<file path="src/rtl/reg_file.sv">
// Two-read, one-write register file with combinational reads and asynchronous clear.
// Entries are plain storage; entry 0 is writable like every other entry.
module reg_file #(
    parameter int DATA_W = 8,
    parameter int ADDR_W = 4
) (
    input  logic        [ADDR_W-1:0] RA1,
    input  logic        [ADDR_W-1:0] RA2,
    input  logic        [ADDR_W-1:0] WA,
    input  logic signed [DATA_W-1:0] data_in,
    input  logic                     clk,
    input  logic                     write_enable,
    output logic signed [DATA_W-1:0] data_out1,
    output logic signed [DATA_W-1:0] data_out2,
    input  logic                     rst_n
);

    localparam int DEPTH = 1 << ADDR_W;

    logic signed [DATA_W-1:0] mem_q [DEPTH];
    logic signed [DATA_W-1:0] mem_d [DEPTH];

    // Next-state of the array: only the addressed entry changes on a strobed write.
    always_comb begin
        mem_d = mem_q;
        if (write_enable) begin
            mem_d[WA] = data_in;
        end else begin
            mem_d = mem_q;
        end
    end

    // Storage update; reset clears every entry regardless of the clock and wins over a coincident write.
    always_ff @(posedge clk or negedge rst_n) begin
        if (!rst_n) begin
            for (int i = 0; i < DEPTH; i++) begin
                mem_q[i] <= {DATA_W{1'b0}};
            end
        end else begin
            mem_q <= mem_d;
        end
    end

    // Reads come straight from stored state, so a write is visible only after its edge.
    assign data_out1 = mem_q[RA1];
    assign data_out2 = mem_q[RA2];

endmodule

</file>
<file path="config.mk">
export PLATFORM = sky130hd
export DESIGN_NAME = reg_file
export DESIGN_NICKNAME = d
export VERILOG_FILES = /design/src/rtl/reg_file.sv
export SDC_FILE = /design/constraint.sdc
export NUM_CORES = 1
export LEC_CHECK = 0
export CAP_MARGIN = 10
export CORE_ASPECT_RATIO = 1.1
export CORE_MARGIN = 5
export CORE_UTILIZATION = 60
export DETAILED_ROUTE_END_ITERATION = 8
export PLACE_DENSITY_LB_ADDON = 0.25
export SYNTH_ARGS = -nofsm -noshare
export SYNTH_HDL_FRONTEND = slang
export SYNTH_SLANG_ARGS = --single-unit
</file>
<file path="constraint.sdc">
create_clock -name clk -period 3.7 [get_ports clk]
set_clock_uncertainty 0.1 [all_clocks]
set_input_delay 0.37 -clock clk [delete_from_list [all_inputs] [get_ports clk]]
set_output_delay 0.37 -clock clk [all_outputs]
set_load 0.005 [all_outputs]
</file>
==> results.ini <==
[cts]
cts_tree=built
clk_latency_ps=420
htreeDepth=4
ctsResizeCount=0
clock_sinks=128
numCtsBuffers=17
clockBufferDepth=2
cts_root_buf=clkbuf_16
cts_setup_buffers=0
path_clk_slew_ps=50

[worst_setup_path]
crit_slowest_cell=buf_4
cp_max_fo=32
crit_path_start_kind=input port
cp-end-kind=output port
crit_path_cell_trace=clkdlybuf4s50_1, buf_4, mux4_2, a22oi_1, nand2_1, clkdlybuf4s50_1
crit_top_cell=clkdlybuf4s50_1
max_stage_delay_ps=470
crit_required_ps=3230
cp.arrival_ps=2530
r2r_slack_ps=2790
worstSetupPathType=in -> out

[route]
avgRoutedWirePerCell_um=27.3
firstDrtPassIters=4
drc=0
postRouteAntennaNets=0
viasPerCell=6.69
totalWireLength_um=17300
drt_iter0_drc=263
vias=4243

[timing]
fin_crit_sh=0.811
max_slew_margin=0.366
fmax_mhz=333
slew_violations=0
rsz0062_at_grt=false
worst_pin_slew_ps=946
fin_tns_setup_ps=0
hold_viol=0
post-route-min-period_ps=3000
setup_viol=0

[logic_synthesis]
netlist_area_um2=6850
synth_seq_cells=128
synth_top_family_by_area=multiplexers
avgSynthCellArea_um2=15.8
synth_top_area_share=0.467
synth_compound_area_frac=0.0351
yosys-top-cells-area=dfrtp_1, mux4_2, mux2_2, a22oi_1, mux2_4
yosysWarnings=0
synth-xor-area-share=0
synthAdderAreaFrac=0
synthSimpleGateAreaFrac=0.0486
postSynthCellCount=435
synth.area.mux_share=0.425
yosysSeqAreaShare=0.467
yosys.area.top_type=dfrtp_1
syn-num-nets=458
synth_cell_types=24

[floorplan]
die_h_um=122
placementRows=41
core-area_um2=11300
die_x_um=112
start_util=0.604
io_pins=39
dieArea_um2=13700

[placed_design]
numPortBuffers=38
dpl_cell_area_um2=7370
gp_congestion=0.779
dp_hpwl_um=10500

[layout]
largestRegisters=mem_q (128)
nets=494
largest_register_ffs=128
layout_commonest_cell=dfrtp_1
layout_common_cells=dfrtp_1, mux2_2, mux4_2
regMostFlops=mem_q
final_area_um2=8020
area_growth_pct=17.1
drive_above_1_share=0.519
antenna_cells=0

[global_route]
grt_pass1_vias=4661
antenna_found_initial=0
grt-ovfl-total=0
grt.total_usage=0.274
grt_first_pass_wirelength_um=27400
grt_max_degree=69

[power]
seqPwrFrac=0.410
p_switching_w=0.00118
max-vdd-ir-drop_mv=0.356
switching_share=0.246
power_frac_comb=0.217
power.leakage_nw=3.31
power.internal_w=0.00362
power.clock.fraction=0.373
power_density_nw_per_um2=598

[outcome]
status=completed

[hold_path]
worstHoldPathType=reg -> reg

[run]
drv_cap=0

==> worst paths after layout <==
path,from,endpoint,depth (start not counted)
worst max-delay path,RA1[1],data_out1[4],6
worst min-delay path,mem_q[12],mem_q[12],1
worst max register to register,mem_q[85],mem_q[85],1
worst min register to register,mem_q[12],mem_q[12],1
max in group asynchronous,rst_n,mem_q[5],3
min in group asynchronous,rst_n,mem_q[58],2
==> metal layers <==
layer	global-route usage	routed length, µm
met1	0.357	6720
met2	0.445	8790
met5	0	0
met3	0.0611	1160
met4	0.124	665
==> logic make-up after synthesis <==
family | after synthesis
muxes | 192
and+or+nand+nor | 49
AOI/OAI and AO/OA | 32
buffers and inverters | 34
DFF | 128
==> stage by stage <==
stage          worst slack [ps]  hold slack [ps]  instances   util  total power, W
2_1_floorplan              1650            -25.6        435      -         0.00266
3_3_place_gp                775              394        601  0.650         0.00294
3_5_place_dp                752              410        601  0.650         0.00302
4_1_cts                     726              426        634  0.708         0.00481
5_1_grt                     625              443        634  0.708         0.00500
6_report                    699              423        634  0.708         0.00480
==> worst max-delay path, delay by kind of cell <==
kind	cells	cell delay (ps)
AO/OA/AOI/OAI	1	280
buffers and inverters	3	1380
AND/OR/NAND/NOR	1	90
multiplexers	1	400
==> power by group through the flow <==
stage	clock network (W)	logic (W)	registers [W]
global placement	0	0.000998	0.00194
global route	0.00187	0.00112	0.00201
CTS	0.00180	0.00105	0.00196
floorplan	0	0.000759	0.00190
finish	0.00179	0.00104	0.00197
detailed placement	0	0.00104	0.00198
==> cells in the mapped netlist <==
master,instances
nor4_4,1
buf_1,4
nor2_1,2
nand2_1,18
nor3_2,3
mux4_2,64
a22oi_1,32
buf_2,10
mux2_4,8
nor3_4,3
nand3b_1,2
nand3_1,2
buf_4,2
dfrtp_1,128
buf_6,2
or3_1,2
clkbuf_1,16
mux2_2,120
or4_4,1
nor2b_1,4
nand2b_1,1
nor2_2,6
and2_1,2
nand2b_4,2
==> area by class of cell <==
cell class	count	area (µm²)
flip-flops and latches	128	3200
clock inverters	3	90.1
well taps	150	188
clock buffers	29	551
multi-input cells	273	3490
fillers	731	3310
repair buffers	51	505
==> what timing repair did <==
action	in CTS	in global routing
endpoints found under the setup margin	0	0
endpoints found under the hold margin	60	0
hold buffers	1	0
Power figures use the tool's default switching activity.
